===== src/rtl/seq_alu_core_if.sv =====
`default_nettype none
// ============================================================================
//  Module   : seq_alu_core_if
//  Purpose  : Operation/result handshake bundle for seq_alu_core.
//  Ports    : master -> drives in_valid, op, a, b, shamt, mode, out_ready
//                       and observes in_ready, out_valid, result, flags.
//             slave  -> the ALU core side (directions reversed).
//  Revision : 1.0 - initial release
// ============================================================================
interface seq_alu_core_if #(
  parameter int WIDTH   = 20,
  parameter int SHAMT_W = 5
);
  logic               in_valid;
  logic               in_ready;
  logic [3:0]         op;
  logic [WIDTH-1:0]   a;
  logic [WIDTH-1:0]   b;
  logic [SHAMT_W-1:0] shamt;
  logic               mode;
  logic               out_valid;
  logic               out_ready;
  logic [WIDTH-1:0]   result;
  logic               flag_zero;
  logic               flag_sign;
  logic               flag_carry;

  modport master (
    output in_valid, op, a, b, shamt, mode, out_ready,
    input  in_ready, out_valid, result, flag_zero, flag_sign, flag_carry
  );

  modport slave (
    input  in_valid, op, a, b, shamt, mode, out_ready,
    output in_ready, out_valid, result, flag_zero, flag_sign, flag_carry
  );
endinterface
`default_nettype wire


===== src/rtl/seq_alu_core.sv =====
`default_nettype none
// ============================================================================
//  Module   : seq_alu_core
//  Purpose  : Multi-cycle logic/shift/arithmetic/compare unit with a
//             registered Z/S/C status register. Shifts and rotates advance
//             one bit per cycle; all ops work in full-word or half-word mode.
//  Ports    : clk  - rising-edge clock
//             rst  - asynchronous active-high reset
//             bus  - seq_alu_core_if.slave (operation in, result/flags out)
//  Revision : 1.0 - initial release
// ============================================================================
module seq_alu_core #(
  parameter int WIDTH   = 20,
  parameter int SHAMT_W = 5
) (
  input  logic            clk,
  input  logic            rst,
  seq_alu_core_if.slave   bus
);

  localparam int HALF  = WIDTH / 2;
  localparam int CNT_W = SHAMT_W + 1;   // must hold WIDTH even when WIDTH == 2**SHAMT_W

  localparam logic [3:0] OP_NOT = 4'd0;
  localparam logic [3:0] OP_AND = 4'd1;
  localparam logic [3:0] OP_OR  = 4'd2;
  localparam logic [3:0] OP_XOR = 4'd3;
  localparam logic [3:0] OP_ADD = 4'd8;
  localparam logic [3:0] OP_ADC = 4'd9;
  localparam logic [3:0] OP_SUB = 4'd10;
  localparam logic [3:0] OP_SBC = 4'd11;
  localparam logic [3:0] OP_INC = 4'd12;
  localparam logic [3:0] OP_DEC = 4'd13;
  localparam logic [3:0] OP_CMP = 4'd14;

  localparam logic [CNT_W-1:0] AW_FULL = CNT_W'(WIDTH);
  localparam logic [CNT_W-1:0] AW_HALF = CNT_W'(HALF);

  typedef enum logic [1:0] {
    ST_IDLE  = 2'd0,
    ST_SHIFT = 2'd1,
    ST_DONE  = 2'd2
  } state_t;

  state_t             state_q, state_d;
  logic [1:0]         shop_q, shop_d;     // low op bits: 00 SHR, 01 SHL, 10 ROR, 11 ROL
  logic               mode_q, mode_d;
  logic [WIDTH-1:0]   work_q, work_d;
  logic [CNT_W-1:0]   cnt_q, cnt_d;
  logic [WIDTH-1:0]   result_q, result_d;
  logic               zero_q, zero_d;
  logic               sign_q, sign_d;
  logic               carry_q, carry_d;

  // Active-width helpers
  function automatic logic [WIDTH-1:0] aw_mask(input logic m);
    return m ? {WIDTH{1'b1}} : {{HALF{1'b0}}, {HALF{1'b1}}};
  endfunction

  function automatic logic aw_msb(input logic [WIDTH-1:0] v, input logic m);
    return m ? v[WIDTH-1] : v[HALF-1];
  endfunction

  function automatic logic aw_top_carry(input logic [WIDTH:0] v, input logic m);
    // Operands are masked to AW bits, so bit AW holds the carry/borrow.
    return m ? v[WIDTH] : v[HALF];
  endfunction

  function automatic logic [WIDTH-1:0] aw_top_bit(input logic m);
    return m ? {1'b1, {(WIDTH-1){1'b0}}} : {{HALF{1'b0}}, 1'b1, {(HALF-1){1'b0}}};
  endfunction

  // --------------------------------------------------------------------------
  // Single-cycle datapath, evaluated on the incoming operation
  // --------------------------------------------------------------------------
  logic [WIDTH-1:0] w_mask_in, w_am, w_bm;
  logic [WIDTH-1:0] w_add_rhs, w_sub_rhs;
  logic             w_add_cin, w_sub_bin;
  logic [WIDTH:0]   w_sum, w_diff;
  logic [WIDTH-1:0] w_alu_res, w_flag_src;
  logic             w_alu_c;
  logic             w_is_shift;
  logic [CNT_W-1:0] w_aw_in, w_shamt_ext, w_cnt_in;

  assign w_mask_in = aw_mask(bus.mode);
  assign w_am      = bus.a & w_mask_in;
  assign w_bm      = bus.b & w_mask_in;

  assign w_add_rhs = (bus.op == OP_INC) ? {{(WIDTH-1){1'b0}}, 1'b1} : w_bm;
  assign w_sub_rhs = (bus.op == OP_DEC) ? {{(WIDTH-1){1'b0}}, 1'b1} : w_bm;
  assign w_add_cin = (bus.op == OP_ADC) & carry_q;
  assign w_sub_bin = (bus.op == OP_SBC) & carry_q;   // C as it stands at acceptance

  assign w_sum  = {1'b0, w_am} + {1'b0, w_add_rhs} + {{WIDTH{1'b0}}, w_add_cin};
  assign w_diff = {1'b0, w_am} - {1'b0, w_sub_rhs} - {{WIDTH{1'b0}}, w_sub_bin};

  always_comb begin
    w_alu_res = '0;
    w_alu_c   = carry_q;
    case (bus.op)
      OP_NOT:                 w_alu_res = ~w_am & w_mask_in;
      OP_AND:                 w_alu_res = w_am & w_bm;
      OP_OR:                  w_alu_res = w_am | w_bm;
      OP_XOR:                 w_alu_res = w_am ^ w_bm;
      OP_ADD, OP_ADC, OP_INC: begin
        w_alu_res = w_sum[WIDTH-1:0] & w_mask_in;
        w_alu_c   = aw_top_carry(w_sum, bus.mode);
      end
      OP_SUB, OP_SBC, OP_DEC: begin
        w_alu_res = w_diff[WIDTH-1:0] & w_mask_in;
        w_alu_c   = aw_top_carry(w_diff, bus.mode);
      end
      OP_CMP: begin
        w_alu_res = w_am;
        w_alu_c   = aw_top_carry(w_diff, bus.mode);
      end
      default:                w_alu_res = '0;   // NOP (shifts take their own path)
    endcase
  end

  // CMP reports flags of a-b while returning a unchanged.
  assign w_flag_src = (bus.op == OP_CMP) ? (w_diff[WIDTH-1:0] & w_mask_in) : w_alu_res;

  assign w_is_shift  = (bus.op[3:2] == 2'b01);
  assign w_aw_in     = bus.mode ? AW_FULL : AW_HALF;
  assign w_shamt_ext = {1'b0, bus.shamt};
  assign w_cnt_in    = (w_shamt_ext > w_aw_in) ? w_aw_in : w_shamt_ext;

  // --------------------------------------------------------------------------
  // One-bit shift/rotate step on the working register
  // --------------------------------------------------------------------------
  logic [WIDTH-1:0] w_shr, w_shl, w_step;
  logic             w_step_out;

  assign w_shr = work_q >> 1;
  assign w_shl = (work_q << 1) & aw_mask(mode_q);

  always_comb begin
    w_step     = w_shr;
    w_step_out = work_q[0];
    case (shop_q)
      2'b00: begin
        w_step     = w_shr;
        w_step_out = work_q[0];
      end
      2'b01: begin
        w_step     = w_shl;
        w_step_out = aw_msb(work_q, mode_q);
      end
      2'b10: begin
        w_step     = w_shr | (work_q[0] ? aw_top_bit(mode_q) : '0);
        w_step_out = work_q[0];
      end
      default: begin
        w_step     = w_shl | {{(WIDTH-1){1'b0}}, aw_msb(work_q, mode_q)};
        w_step_out = aw_msb(work_q, mode_q);
      end
    endcase
  end

  // --------------------------------------------------------------------------
  // Next-state logic
  // --------------------------------------------------------------------------
  always_comb begin
    state_d  = state_q;
    shop_d   = shop_q;
    mode_d   = mode_q;
    work_d   = work_q;
    cnt_d    = cnt_q;
    result_d = result_q;
    zero_d   = zero_q;
    sign_d   = sign_q;
    carry_d  = carry_q;

    case (state_q)
      ST_IDLE: begin
        if (bus.in_valid) begin
          shop_d = bus.op[1:0];
          mode_d = bus.mode;
          if (w_is_shift) begin
            if (w_cnt_in == '0) begin
              // Zero-length shift: operand passes through, C untouched.
              state_d  = ST_DONE;
              result_d = w_am;
              zero_d   = (w_am == '0);
              sign_d   = aw_msb(w_am, bus.mode);
            end else begin
              state_d = ST_SHIFT;
              work_d  = w_am;
              cnt_d   = w_cnt_in;
            end
          end else begin
            state_d  = ST_DONE;
            result_d = w_alu_res;
            zero_d   = (w_flag_src == '0);
            sign_d   = aw_msb(w_flag_src, bus.mode);
            carry_d  = w_alu_c;
          end
        end
      end

      ST_SHIFT: begin
        work_d = w_step;
        cnt_d  = cnt_q - 1'b1;
        if (cnt_q == CNT_W'(1)) begin
          state_d  = ST_DONE;
          result_d = w_step;
          zero_d   = (w_step == '0);
          sign_d   = aw_msb(w_step, mode_q);
          carry_d  = w_step_out;
        end
      end

      ST_DONE: begin
        if (bus.out_ready) begin
          state_d = ST_IDLE;
        end
      end

      default: state_d = ST_IDLE;
    endcase
  end

  always_ff @(posedge clk or posedge rst) begin
    if (rst) begin
      state_q  <= ST_IDLE;
      shop_q   <= 2'b00;
      mode_q   <= 1'b0;
      work_q   <= '0;
      cnt_q    <= '0;
      result_q <= '0;
      zero_q   <= 1'b0;
      sign_q   <= 1'b0;
      carry_q  <= 1'b0;
    end else begin
      state_q  <= state_d;
      shop_q   <= shop_d;
      mode_q   <= mode_d;
      work_q   <= work_d;
      cnt_q    <= cnt_d;
      result_q <= result_d;
      zero_q   <= zero_d;
      sign_q   <= sign_d;
      carry_q  <= carry_d;
    end
  end

  assign bus.in_ready   = (state_q == ST_IDLE);
  assign bus.out_valid  = (state_q == ST_DONE);
  assign bus.result     = result_q;
  assign bus.flag_zero  = zero_q;
  assign bus.flag_sign  = sign_q;
  assign bus.flag_carry = carry_q;

endmodule
`default_nettype wire

===== src/flat_wrapper.sv =====
// flat-port wrapper written by rule: the top's interface ports become plain ports
module seq_alu_core_flat 
#(
  parameter int WIDTH   = 20,
  parameter int SHAMT_W = 5
)
  (clk, rst, bus_in_valid, bus_op, bus_a, bus_b, bus_shamt, bus_mode, bus_out_ready, bus_in_ready, bus_out_valid, bus_result, bus_flag_zero, bus_flag_sign, bus_flag_carry);
  seq_alu_core_if #(.WIDTH(WIDTH), .SHAMT_W(SHAMT_W)) bus_i ();
  input  logic clk;
  input  logic rst;
  input wire logic [$bits(bus_i.in_valid)-1:0] bus_in_valid;
  input wire logic [$bits(bus_i.op)-1:0] bus_op;
  input wire logic [$bits(bus_i.a)-1:0] bus_a;
  input wire logic [$bits(bus_i.b)-1:0] bus_b;
  input wire logic [$bits(bus_i.shamt)-1:0] bus_shamt;
  input wire logic [$bits(bus_i.mode)-1:0] bus_mode;
  input wire logic [$bits(bus_i.out_ready)-1:0] bus_out_ready;
  output wire logic [$bits(bus_i.in_ready)-1:0] bus_in_ready;
  output wire logic [$bits(bus_i.out_valid)-1:0] bus_out_valid;
  output wire logic [$bits(bus_i.result)-1:0] bus_result;
  output wire logic [$bits(bus_i.flag_zero)-1:0] bus_flag_zero;
  output wire logic [$bits(bus_i.flag_sign)-1:0] bus_flag_sign;
  output wire logic [$bits(bus_i.flag_carry)-1:0] bus_flag_carry;
  assign bus_i.in_valid = bus_in_valid;
  assign bus_i.op = bus_op;
  assign bus_i.a = bus_a;
  assign bus_i.b = bus_b;
  assign bus_i.shamt = bus_shamt;
  assign bus_i.mode = bus_mode;
  assign bus_i.out_ready = bus_out_ready;
  assign bus_in_ready = bus_i.in_ready;
  assign bus_out_valid = bus_i.out_valid;
  assign bus_result = bus_i.result;
  assign bus_flag_zero = bus_i.flag_zero;
  assign bus_flag_sign = bus_i.flag_sign;
  assign bus_flag_carry = bus_i.flag_carry;
  seq_alu_core #(.WIDTH(WIDTH), .SHAMT_W(SHAMT_W)) u_core (.clk(clk), .rst(rst), .bus(bus_i));
endmodule

===== config.mk =====
export PLATFORM = sky130hd
export DESIGN_NAME = seq_alu_core_flat
export DESIGN_NICKNAME = d
export VERILOG_FILES = /design/src/rtl/seq_alu_core_if.sv /design/src/rtl/seq_alu_core.sv /design/src/flat_wrapper.sv
export SDC_FILE = /design/constraint.sdc
export NUM_CORES = 1
export LEC_CHECK = 0
export ABC_AREA = 1
export BUFFER_PORTS_ARGS = -buffer_cell sky130_fd_sc_hd__buf_4
export CAP_MARGIN = 20
export CORE_MARGIN = 2
export CORE_UTILIZATION = 50
export DETAILED_ROUTE_END_ITERATION = 10
export GPL_ROUTABILITY_DRIVEN = 0
export GPL_TIMING_DRIVEN = 0
export PLACE_DENSITY_LB_ADDON = 0.2
export REMOVE_ABC_BUFFERS = 1
export SYNTH_ARGS = -nofsm -noshare
export SYNTH_HDL_FRONTEND = slang
export SYNTH_SLANG_ARGS = --single-unit

===== constraint.sdc =====
create_clock -name clk -period 3.15 [get_ports clk]
set_input_delay 0.63 -clock clk [delete_from_list [all_inputs] [get_ports clk]]
set_output_delay 0.63 -clock clk [all_outputs]
set_load 0.03 [all_outputs]

* After elaboration in Yosys (flattened, before gate mapping)
Index checks and enable logic that the tools add are counted.
** Word-level totals
- Bits in registers :: 54
- Input bits :: 54
- Output and inout port bits :: 25
- Word-level logic and storage cells :: 122
** Operators by class
- Add/subtract/negate cells :: 5
- Order comparisons :: 1
- Eq/ne operators :: 24
- Multiplexer cells :: 52
- Bitwise gates (word level) :: 14
- Reduce and logical (&&, ||, !) cells :: 17
** Operators with widths (number)
- 2-to-1 mux 20 bit :: 14
- bitwise AND 20 bit :: 7
- one-hot mux 20 bit (7 select lines) :: 1
- one-hot mux 20 bit (2 select lines) :: 2
- zero test 20 bit :: 3
- one-hot mux 20 bit (3 select lines) :: 1
- == test 4 bit, second input constant :: 7
- 2-to-1 mux 6 bit :: 4
- adder 20 x 20 -> 21 bit :: 1
- adder 21 x 1 -> 21 bit :: 1
- subtractor 20 x 20 -> 21 bit :: 1
- subtractor 21 x 1 -> 21 bit :: 1
- inverter 20 bit :: 1
- OR 19 x 20 -> 20 bit :: 1
- OR 20 x 1 -> 20 bit :: 1
- OR 20 bit :: 1
- bitwise XOR 20 bit :: 1
- 2-to-1 mux 1 bit :: 18
- one-hot mux 6 bit (2 select lines) :: 1
- 2-to-1 mux 2 bit :: 5
- == test 4 x 2 -> 1 bit, second input constant :: 2
- inequality test 2 bit, second input constant :: 4
- one-hot mux 1 bit (2 select lines) :: 4
- AND reduction 4 bit :: 2
- other kinds (22) :: 29

* Depth between registers and ports, before layout
Gate-level depths: netlist of the first run.
- Depth after elaboration :: 12
- Gate-level depth with buffers :: 30
- Depth with buffers taken out :: 30

* Worst setup path after synthesis of the first run
Ideal clock, no wire load.
- Path type :: input to register
- From :: input bus_op[2]
- To :: register u_core.zero_q, in the netlist u_core.bus.flag_zero
- Setup time :: 73 ps
- Data arrival time :: 3589 ps
- Data required time :: 3077 ps
- Setup slack :: -512 ps
- Cell stages on the path :: 24
- Buffers on the path :: 0
- Cell sequence :: nor4_1 fa_1 ha_1 inv_1 nand2_1 fa_1 inv_1 nand2_1 nand2_1 nand2_1 nand2_1 nand2_1 xor2_1 nand2_1 nand2_1 nor2_1 nand3_1 a21oi_1 nand2_1 nor2_1 nand2_1 nand2_1 nand2_1 a21oi_2
** On the way
- Longest elaborated chain between the ends :: 11
- Elaborated cells between the ends (all ways) :: 32
- Those cells by class :: add/sub: 4; eq/ne: 12; mux: 7; bitwise: 4; reduce/logical: 5
** RTL lines
- start: declaration :: RTL line flat_wrapper.sv:12 : input wire logic [$bits(bus_i.op)-1:0] bus_op;
- == test 4 bit (on tied branches) :: RTL line seq_alu_core.sv:90, seq_alu_core.sv:100, seq_alu_core.sv:89
- 2-to-1 mux 20 bit (on tied branches) :: RTL line seq_alu_core.sv:90, seq_alu_core.sv:89
- subtractor 20 x 20 -> 21 bit / adder 20 x 20 -> 21 bit (equally long branches) :: RTL line seq_alu_core.sv:95, seq_alu_core.sv:94
- subtractor 21 x 1 -> 21 bit / adder 21 x 1 -> 21 bit (equally long branches) :: RTL line seq_alu_core.sv:95, seq_alu_core.sv:94
- bitwise AND 20 bit (on tied branches) :: RTL line seq_alu_core.sv:110, seq_alu_core.sv:122, seq_alu_core.sv:106
- one-hot mux 20 bit (7 select lines) :: RTL line seq_alu_core.sv:100 : case (bus.op)
- 2-to-1 mux 20 bit :: RTL line seq_alu_core.sv:122 : assign w_flag_src = (bus.op == OP_CMP) ? (w_diff[WIDTH-1:0] & w_mask_in) : w_alu_res;
- zero test 20 bit :: RTL line seq_alu_core.sv:195 : zero_d = (w_flag_src == '0);
- 2-to-1 mux 1 bit :: RTL line seq_alu_core.sv:180 : if (w_is_shift) begin
- 2-to-1 mux 1 bit :: RTL line seq_alu_core.sv:177 : if (bus.in_valid) begin
- one-hot mux 1 bit (2 select lines) :: RTL line seq_alu_core.sv:175 : case (state_q)
- end signal: assignment :: RTL line seq_alu_core.sv:242 : zero_q <= zero_d;
- end: declaration :: RTL line seq_alu_core.sv:51 : logic zero_q, zero_d;
Several ways; a longest one is shown, not always the timed one. The select of a mux whose other input is x is not followed.
A chain may end at the register's enable or synchronous reset.

* Worst setup path after layout of the first run
- From :: input bus_op[1]
- To :: register u_core.zero_q, in the netlist u_core.bus.flag_zero
** On the way
- Longest elaborated chain between the ends :: 11
- Elaborated cells between the ends (all ways) :: 29
- Those cells by class :: add/sub: 4; eq/ne: 10; mux: 7; bitwise: 4; reduce/logical: 4
** RTL lines (RTL line)
- == test 4 bit (on tied branches) :: seq_alu_core.sv:90, seq_alu_core.sv:100, seq_alu_core.sv:89
- 2-to-1 mux 20 bit (on tied branches) :: seq_alu_core.sv:90, seq_alu_core.sv:89
- subtractor 20 x 20 -> 21 bit / adder 20 x 20 -> 21 bit (equally long branches) :: seq_alu_core.sv:95, seq_alu_core.sv:94
- subtractor 21 x 1 -> 21 bit / adder 21 x 1 -> 21 bit (equally long branches) :: seq_alu_core.sv:95, seq_alu_core.sv:94
- bitwise AND 20 bit (on tied branches) :: seq_alu_core.sv:110, seq_alu_core.sv:122, seq_alu_core.sv:106
- one-hot mux 20 bit (7 select lines) :: seq_alu_core.sv:100
- 2-to-1 mux 20 bit (*) :: seq_alu_core.sv:122
- zero test 20 bit (*) :: seq_alu_core.sv:195
- 2-to-1 mux 1 bit (*) :: seq_alu_core.sv:180
- 2-to-1 mux 1 bit (*) :: seq_alu_core.sv:177
- one-hot mux 1 bit (2 select lines) (*) :: seq_alu_core.sv:175
Mark *: on every way between the ends. The rest lies on a longest branch, timed or not. The select of a mux whose other input is x is not followed.

==> results of run 1 <==
==> state kept, by name, indices dropped and copies added, names as in the netlist <==
register and flops:
u_core.bus.flag_sign 1, u_core.cnt_q 6, u_core.work_q 20, u_core.bus.flag_carry 1, u_core.state_q 2, u_core.bus.result 20
u_core.bus.flag_zero 1, u_core.mode_q 1, u_core.shop_q 2
==> area by class of cell <==
cell class	instances	area, µm²
Inverter	246	957
Multi-Input combinational cell	1105	6450
Clock inverter	2	12.5
Fill cell	1607	6340
Tap cell	220	275
Clock buffer	6	139
Sequential cell	54	1350
Timing Repair inverter	1	5.00
Timing Repair Buffer	108	937
==> report_power, final <==
part / internal, µW / switching, µW / total (µW)
registers: 1030 / 237 / 1270
logic: 1250 / 2230 / 3480
clock network: 315 / 250 / 565
==> final timing paths <==
kind,slack (ns),startpoint,to,cells past startpoint
worst max-delay path,-0.49,bus_op[1],u_core.bus.flag_zero,24
worst min-delay path,0.30,rst,u_core.shop_q[0],2
worst max register to register,-0.42,u_core.bus.flag_carry,u_core.bus.flag_zero,23
worst min register to register,0.49,u_core.bus.result[4],u_core.bus.result[4],2
max in group asynchronous,2.31,rst,u_core.bus.result[18],3
min in group clk,0.49,u_core.bus.result[4],u_core.bus.result[4],2
==> per-layer routing <==
metal	share of wire	vias up	global-route usage
li1	-	4803	-
met1	0.40	4519	0.405
met2	0.46	495	0.531
met3	0.094	99	0.0468
met4	0.045	0	0.121
met5	0	-	0
==> stage by stage <==
stage / hold slack (ns) / utilization
final: 0.301 / 0.615
after global routing: 0.326 / 0.615
after detailed placement: 0.469 / 0.554
after CTS: 0.306 / 0.597
after global placement: 0.465 / 0.549
after floorplan: 0.453 / -
==> cell usage in the layout, fill, tap and decap left out, types with 3 or more instances in the layout <==
cell	instances
nor2_2	16
nand2_4	12
o21ai_1	9
and2_1	3
buf_12	6
o22ai_1	15
o21ai_0	74
nand2_1	400
inv_2	11
ha_4	16
o221ai_1	4
nand4_1	26
nor4_1	5
xor2_1	4
nand2_2	22
nand3_1	81
dfrtp_1	54
nand3_2	11
a21oi_2	7
a221oi_1	8
a211oi_1	4
nor2_4	4
ha_1	85
buf_4	98
inv_1	227
nor2_1	165
o211ai_1	14
nand3b_1	15
a21oi_1	50
nor3_1	15
a31oi_1	17
clkbuf_16	5
==> critical path: stages <==
cell and delay [ns]:
buf_12 0.11, nand2_8 0.05, nor4_4 0.30, fa_1 0.48, ha_2 0.21, inv_2 0.06, nand2_4 0.05, fa_2 0.36
buf_4 0.16, nand2_1 0.08, nand2_2 0.07, a21oi_2 0.13, nand3_2 0.14, nor2_1 0.13, nand2_1 0.09, nor2_2 0.09
nand3_2 0.08, a21oi_2 0.16, nand2_1 0.07, nor2_1 0.09, nand2_1 0.05, nand2_1 0.07, nand2_2 0.07, a21oi_2 0.14
==> timing repair <==
item                                    in CTS  in global routing
endpoints found under the hold margin        0                  0
setup buffers                               12                 14
cloned                                       1                  0
endpoints found under the setup margin      50                 49
resized for setup                           88                 50
pin swaps                                   23                 35
==> cell families after synthesis <==
group	after synthesis
and+or+nand+nor	784
buffers and inverters	280
DFF	54
adders and majority gates	107
AOI/OAI and AO/OA	209
xor gates and xnor gates	5
==> impl_metrics.csv, run 1 <==
group,metric,value,unit
route,ant_nets,0,
route,vias,9916,
synth,synth.area.mux_share,0,
final_layout,final_nets,1682,
worst_hold_path,hp-class,"in -> async",
pwr,finalPower,5310,µW
timing,fin_crit,3.64,ns
global_routing,first_global_vias,9032,
placed_design,hpwl,22000,µm
global_routing,grt_max_degree,43,
route,wl_per_cell,16.6,µm
synth,seq_area_frac_synth,0.161,
synth,synthSimpleGateAreaFrac,0.392,
placed_design,placed_area,9120,µm²
synth,ys.warnings.count,0,
placed_design,placedCellCount,1707,
placed_design,place.port_buffers,78,
status,violations,"negative setup slack",
worst_setup_path,worst_ep_arrival_time,3.87,ns
global_routing,overflow,0,
synth,synth_top_family_by_area,"simple AND/OR/NAND/NOR gates",
floorplan,rows,47,
synth,ys_ff_latch,54,
floorplan,die_h,134,µm
floorplan,start_util,0.509,
worst_setup_path,critPathKind,"in -> reg",
synth,synthArstFlopShare,1.00,
final_layout,drive_above_1_share,0.156,
timing,fin_ws,-0.493,ns
clock_tree,cts_made_buffers,5,
final_layout,area_delta_synth_final,20.8,%
route,routed_wl,28900,µm
synth,synth_fa_ha_area_frac,0.163,
clock_tree,cts_tree,"done",
synth,synth_edf_count,0,
timing,slew_headroom,0.362,
synth,synth_area_leader_cell,"nand2_1",
synth,synth_compound_area_frac,0.144,
flow_run,cap_violations,0,
synth,synth.area.top_cells,"nand2_1, dfrtp_1, ha_1",
worst_setup_path,critical_path.startpoint_type,"input pin",
timing,drv_slew,0,
synth,synth_most_common_cell,"nand2_1",
clock_tree,cts.sinks,54,
floorplan,pin_count,79,
final_layout,num_antenna_cells,0,
floorplan,core,16500,µm²
pwr,peakVddDrop,0.551,mV
worst_setup_path,cp_max_fo,6,
worst_setup_path,worstPathRequired,3.37,ns
final_layout,design_area,10100,µm²
global_routing,antenna_found_initial,0,
placed_design,place_ws,-1.44,ns
synth,ys_types,41,
synth,synth-xor-area-share,0.00522,
timing,period_share,1.16,
synth,synthTopCellsByCount,"nand2_1, inv_1, nor2_1",
route,vias_per_cell,5.69,
synth,syn_area,8390,µm²
synth,synth_top_area_share,0.190,
clock_tree,ctsHoldBuffers,0,
route,dr.first_iter.drc_count,1106,
timing,rsz0062_at_grt,"yes",
global_routing,track_usage,0.314,
synth,netlist_instances,1439,
route,drc,0,
clock_tree,clk-insertion-delay-late,0.30,ns
route,firstDrtPassIters,6,
timing,worst_pin_slew,0.956,ns
floorplan,die_x,134,µm
final_layout,final_cells,1742,
pwr,p_leak,0.00546,µW
pwr,power_density,525,nW/µm²
clock_tree,clockBufferDepth,2,
timing,setup_tns,-1.92,ns
global_routing,grt_pass1_wl,44900,µm
clock_tree,clock_tree.root_cell,"clkbuf_16",
clock_tree,clkTransAtPathRegs,0.07,ns
timing,fmax,274,MHz
timing,hold_violations,0,
clock_tree,h-tree-depth,2,
timing,skew,0.00678,ns
status,status,"finished, violations left",
worst_setup_path,timing.critical_path.to_type,"flip-flop",
synth,syn_area_per_cell,5.83,µm²
synth,synth_ff_type,"dfrtp_1",
timing,setup_viol_count_final,12,
floorplan,design.die.area,17800,µm²
(Power assumes the default switching activity.)
==> run 2, diff against run 1 <==
- CAP_MARGIN: 20 -> unset
- SETUP_SLACK_MARGIN: unset -> 0.15
==> impl_metrics.csv, run 2 (same netlist as run 1, synthesis figures left out) <==
group,metric,value,unit
worst_hold_path,hp-class,"in -> async",
clock_tree,clock_tree.root_cell,"clkbuf_16",
worst_setup_path,critPathKind,"reg -> reg",
route,dr.first_iter.drc_count,1132,
timing,rsz0062_at_grt,"yes",
worst_setup_path,timing.critical_path.to_type,"flip-flop",
clock_tree,clkTransAtPathRegs,0.08,ns
worst_setup_path,worst_ep_arrival_time,3.99,ns
floorplan,die_h,134,µm
floorplan,core,16500,µm²
final_layout,final_common_cell,"nand2_1",
placed_design,hpwl,21900,µm
timing,slew_headroom,-0.0102,
global_routing,met1_usage,0.404,
placed_design,placed_area,9080,µm²
timing,fmax,266,MHz
global_routing,use_met3,0.0521,
route,vias_per_cell,5.82,
global_routing,overflow,0,
floorplan,start_util,0.509,
global_routing,track_usage,0.321,
route,ant_nets,0,
timing,whs,0.297,ns
timing,period_share,1.19,
global_routing,antenna_found_initial,0,
global_routing,top_usage_layer,"met2",
timing,skew,0.0113,ns
global_routing,grt.met2_usage,0.552,
global_routing,first_global_vias,9381,
final_layout,num_antenna_cells,0,
clock_tree,cts.sinks,54,
clock_tree,cts_made_buffers,5,
clock_tree,ctsHoldBuffers,0,
flow_run,cap_violations,1,
clock_tree,clockBufferDepth,2,
final_layout,design_area,10800,µm²
final_layout,final_nets,1719,
pwr,finalPower,5550,µW
final_layout,fillers,1456,
floorplan,rows,47,
worst_setup_path,critPathMostFrequentCell,"nand2_1",
timing,worst_pin_slew,1.51,ns
pwr,power_density,513,nW/µm²
route,routed_wl,30900,µm
final_layout,area_delta_synth_final,29.1,%
floorplan,pin_count,79,
pwr,peakVddDrop,0.473,mV
global_routing,grt_pass1_wl,46200,µm
floorplan,die_x,134,µm
clock_tree,h-tree-depth,2,
pwr,p_leak,0.00568,µW
worst_setup_path,worstPathRequired,3.37,ns
floorplan,design.die.area,17800,µm²
worst_setup_path,cp_slowest_cell,"fa_1",
worst_setup_path,critical_path.startpoint_type,"flip-flop",
timing,fin_ws,-0.613,ns
timing,setup_viol_count_final,12,
status,status,"finished, violations left",
clock_tree,cts_tree,"done",
route,wl_per_cell,17.3,µm
final_layout,drive_above_1_share,0.229,
worst_setup_path,cp_max_fo,4,
route,firstDrtPassIters,6,
clock_tree,clk-insertion-delay-late,0.30,ns
timing,fin_crit,3.76,ns
placed_design,place.port_buffers,78,
timing,drv_slew,16,
route,drc,0,
final_layout,layout_common_cells,"nand2_1, inv_1, nor2_1",
timing,hold_violations,0,
status,violations,"max-capacitance violations, max-slew violations, negative setup slack",
route,vias,10400,
worst_setup_path,cpPeakStageDelay,0.48,ns
global_routing,grt_max_degree,43,
## run 2: changes by cell type in the layout (fill, tap and decap cells not counted), moves of 4 or more
cell and change:
inv_2 +23, nor2_1 -12, buf_6 +9, inv_1 -23
nand3_2 +6, nor2_4 +11, ha_1 -4, nand2_4 +5
nand2_1 -31, nand2_2 +26, nand3_1 -7, buf_4 +21
## run 2: worst max-delay path: cells and delay by family (launching register included)
| kind | cells | cell delay (ns) |
|---|---|---|
| simple gates | 16 | 1.58 |
| flops | 1 | 0.36 |
| xor+xnor | 1 | 0.16 |
| compound gates | 2 | 0.32 |
| fa+ha+maj | 3 | 1.05 |
| buf+inv | 3 | 0.20 |
## run 2: worst paths after layout
check                                      start  cells past startpoint                    to  slack [ns]
setup / recovery           u_core.bus.flag_carry                     25  u_core.bus.flag_zero       -0.61
hold / removal                               rst                      2      u_core.shop_q[0]        0.30
setup reg to reg           u_core.bus.flag_carry                     25  u_core.bus.flag_zero       -0.61
hold reg to reg             u_core.bus.result[4]                      2  u_core.bus.result[4]        0.49
max in group asynchronous                    rst                      3     u_core.work_q[16]        2.32
min in group clk            u_core.bus.result[4]                      2  u_core.bus.result[4]        0.49
## run 2: layer usage
layer  wire length (µm)  vias to the layer above
met5                  0                        -
met4               1520                        0
met3               3040                      141
met2              14100                      592
met1              12200                     4749
li1                   -                     4880
## run 2: what timing repair did
item                                    in CTS  in global routing
endpoints found under the setup margin      51                 51
pin swaps                                   48                 68
resized for setup                          142                122
cloned                                       3                  3
buffers inserted                            34                 26
## run 2: through the flow
stage | cells | setup WS [ns] | setup TNS [ns] | util
global route | 1779 | -0.782 | -5.14 | 0.658
CTS | 1750 | -0.547 | -1.64 | 0.620
global placement | 1703 | -1.44 | -51.34 | 0.549
floorplan | 1405 | -0.536 | -2.10 | -
detailed placement | 1705 | -1.46 | -43.77 | 0.552
finish | 1779 | -0.613 | -2.96 | 0.658
## run 2: cell type report
type,instances,area [µm²],area share
clock buffer,6,139,0.0128
timing repair inverter,3,21.3,0.00196
inverter,246,980,0.0904
tap,220,275,0.0254
multi-input combinational,1106,6780,0.626
clock inverter,2,16.3,0.00150
sequential,54,1350,0.125
timing repair buffer,142,1270,0.117
## run 2: power by group
part           leakage, µW  switching (µW)  internal, µW
Combinational      0.00494            2380          1320
Clock            0.0000735             264           320
Sequential        0.000670             237          1030
==> run 3, diff against run 2 <==
- ABC_AREA: 1 -> unset
==> impl_metrics.csv, run 3 <==
group,metric,value,unit
status,status,"finished, violations left",
status,violations,"negative setup slack",
synth,synth_edf_count,0,
synth,synthTopCellsByCount,"nor2_1, ha_1, nand2_1",
synth,syn_area_per_cell,7.25,µm²
route,drc,0,
worst_hold_path,hp-class,"in -> async",
final_layout,fin_util,0.656,
timing,worst_pin_slew,1.29,ns
synth,ys.warnings.count,0,
worst_setup_path,critPathKind,"in -> reg",
synth,ys_ff_latch,54,
timing,drv_slew,0,
synth,synth_compound_area_frac,0.301,
route,dr.first_iter.drc_count,1253,
timing,rsz0062_at_grt,"yes",
synth,synth-xor-area-share,0.0348,
route,ant_nets,0,
clock_tree,cts.sinks,54,
timing,setup_viol_count_final,22,
final_layout,layout_common_cells,"nor2_1, buf_4, nand2_1",
clock_tree,clockBufferDepth,2,
final_layout,final_common_cell,"nor2_1",
worst_setup_path,worstPathRequired,3.37,ns
clock_tree,cts_tree,"done",
synth,netlist_instances,1109,
clock_tree,clkTransAtPathRegs,0.07,ns
final_layout,final_nets,1360,
worst_setup_path,worst_ep_arrival_time,4.75,ns
synth,syn_area,8040,µm²
placed_design,place.port_buffers,78,
final_layout,area_delta_synth_final,29.1,%
floorplan,core,15800,µm²
worst_setup_path,timing.critical_path.to_type,"flip-flop",
synth,synth.area.mux_share,0.0249,
timing,skew,0.00795,ns
timing,fin_ws,-1.38,ns
route,routed_wl,29900,µm
floorplan,pin_count,79,
worst_setup_path,r2r_cells,19,
timing,fmax,221,MHz
pwr,finalPower,3090,µW
clock_tree,clk-insertion-delay-late,0.30,ns
flow_run,cap_violations,0,
synth,synth.area.top_cells,"dfrtp_1, ha_1, a21oi_1",
floorplan,rows,46,
final_layout,fillers,1315,
synth,synth_most_common_cell,"nor2_1",
clock_tree,h-tree-depth,2,
global_routing,grt_max_degree,46,
route,vias_per_cell,6.48,
synth,synth_top_family_by_area,"compound AO/OA/AOI/OAI gates",
route,firstDrtPassIters,7,
pwr,peakVddDrop,0.320,mV
timing,slew_headroom,0.137,
timing,period_share,1.44,
final_layout,num_antenna_cells,0,
pwr,power_density,298,nW/µm²
synth,synthArstFlopShare,1.00,
floorplan,die_h,131,µm
worst_setup_path,critical_path.startpoint_type,"input pin",
synth,synth_ff_type,"dfrtp_1",
worst_setup_path,cp_max_fo,3,
global_routing,grt_pass1_wl,46500,µm
route,vias,9176,
placed_design,place_ws,-2.98,ns
timing,setup_tns,-20.95,ns
floorplan,start_util,0.508,
synth,synth_area_leader_cell,"dfrtp_1",
synth,synthSimpleGateAreaFrac,0.222,
synth,seq_area_frac_synth,0.168,
route,wl_per_cell,21.2,µm
floorplan,die_x,131,µm
timing,hold_violations,0,
synth,ys_types,84,
synth,synth_top_area_share,0.168,
placed_design,hpwl,20100,µm
clock_tree,clock_tree.root_cell,"clkbuf_16",
global_routing,first_global_vias,8586,
global_routing,track_usage,0.349,
final_layout,drive_above_1_share,0.239,
synth,synth_fa_ha_area_frac,0.170,
clock_tree,cts_made_buffers,5,
timing,fin_crit,4.53,ns
floorplan,design.die.area,17100,µm²
pwr,p_leak,0.00489,µW
global_routing,overflow,0,
clock_tree,ctsHoldBuffers,0,
global_routing,antenna_found_initial,1,
## run 3: cells by family (layout without fill, tap and decap cells)
| logic type | Yosys count | after routing |
|---|---|---|
| DFF | 54 | 54 |
| buffers and inverters | 165 | 252 |
| AOI/OAI and AO/OA | 361 | 362 |
| adders and majority gates | 107 | 107 |
| xor gates and xnor gates | 32 | 32 |
| muxes | 19 | 19 |
| and+or+nand+nor | 371 | 373 |
## run 3: area by class of cell
cell class                 instances  area (µm²)  share of cell area
multi-input combinational        893        6810               0.656
timing repair buffer             144        1380               0.133
sequential                        54        1350               0.130
inverter                         101         407              0.0392
tap                              216         270              0.0260
clock buffer                       6         139              0.0134
clock inverter                     1        30.0             0.00289
## run 3: what timing repair did
action                                 in CTS  in global routing
endpoints found under the hold margin       0                  0
setup endpoints to repair                  51                 38
pin swaps                                  69                 42
setup buffers                              49                 10
cloned                                      9                  0
resized for setup                         138                 38
## run 3: final timing paths
kind,from,to,slack (ns)
max,bus_op[2],u_core.bus.flag_zero,-1.38
min,rst,u_core.work_q[2],0.44
max reg2reg,u_core.bus.flag_carry,u_core.bus.flag_zero,-1.19
min in group clk,u_core.bus.result[19],u_core.bus.result[19],0.48
max in group asynchronous,rst,u_core.cnt_q[0],2.14
min reg2reg,u_core.bus.result[19],u_core.bus.result[19],0.48
## run 3: per-layer routing
layer / global-route usage / wire (µm) / vias to the layer above
met1: 0.455 / 12000 / 4254
met3: 0.0497 / 2800 / 147
met5: 0 / 0 / -
li1: - / - / 4184
met4: 0.161 / 1630 / 0
met2: 0.572 / 13500 / 591
## run 3: report_power, final
part / switching [µW] / total [µW] / internal, µW
clock: 245 / 638 / 393
sequential: 0 / 693 / 693
combinational: 1020 / 1760 / 743
total: 1260 / 3090 / 1830
## run 3: per-stage QoR
| step | hold slack [ns] | area, µm² | instances |
|---|---|---|---|
| global placement | 0.461 | 8640 | 1339 |
| global route | 0.493 | 10400 | 1415 |
| floorplan | 0.465 | 7790 | 1045 |
| finish | 0.438 | 10400 | 1415 |
| detailed placement | 0.467 | 8680 | 1340 |
| CTS | 0.453 | 10100 | 1405 |
## run 3: critical path: stages
cell	delay, ns
buf_12	0.10
and4b_4	0.20
or2_4	0.25
fa_2	0.61
inv_2	0.06
ha_4	0.16
or2_4	0.23
fa_2	0.37
buf_4	0.15
buf_6	0.12
nand2b_4	0.14
a21oi_4	0.14
xor2_2	0.22
o221ai_2	0.15
nor3_1	0.28
nand4_1	0.15
and4b_1	0.28
o211a_1	0.20
a41oi_2	0.13
a21oi_1	0.19
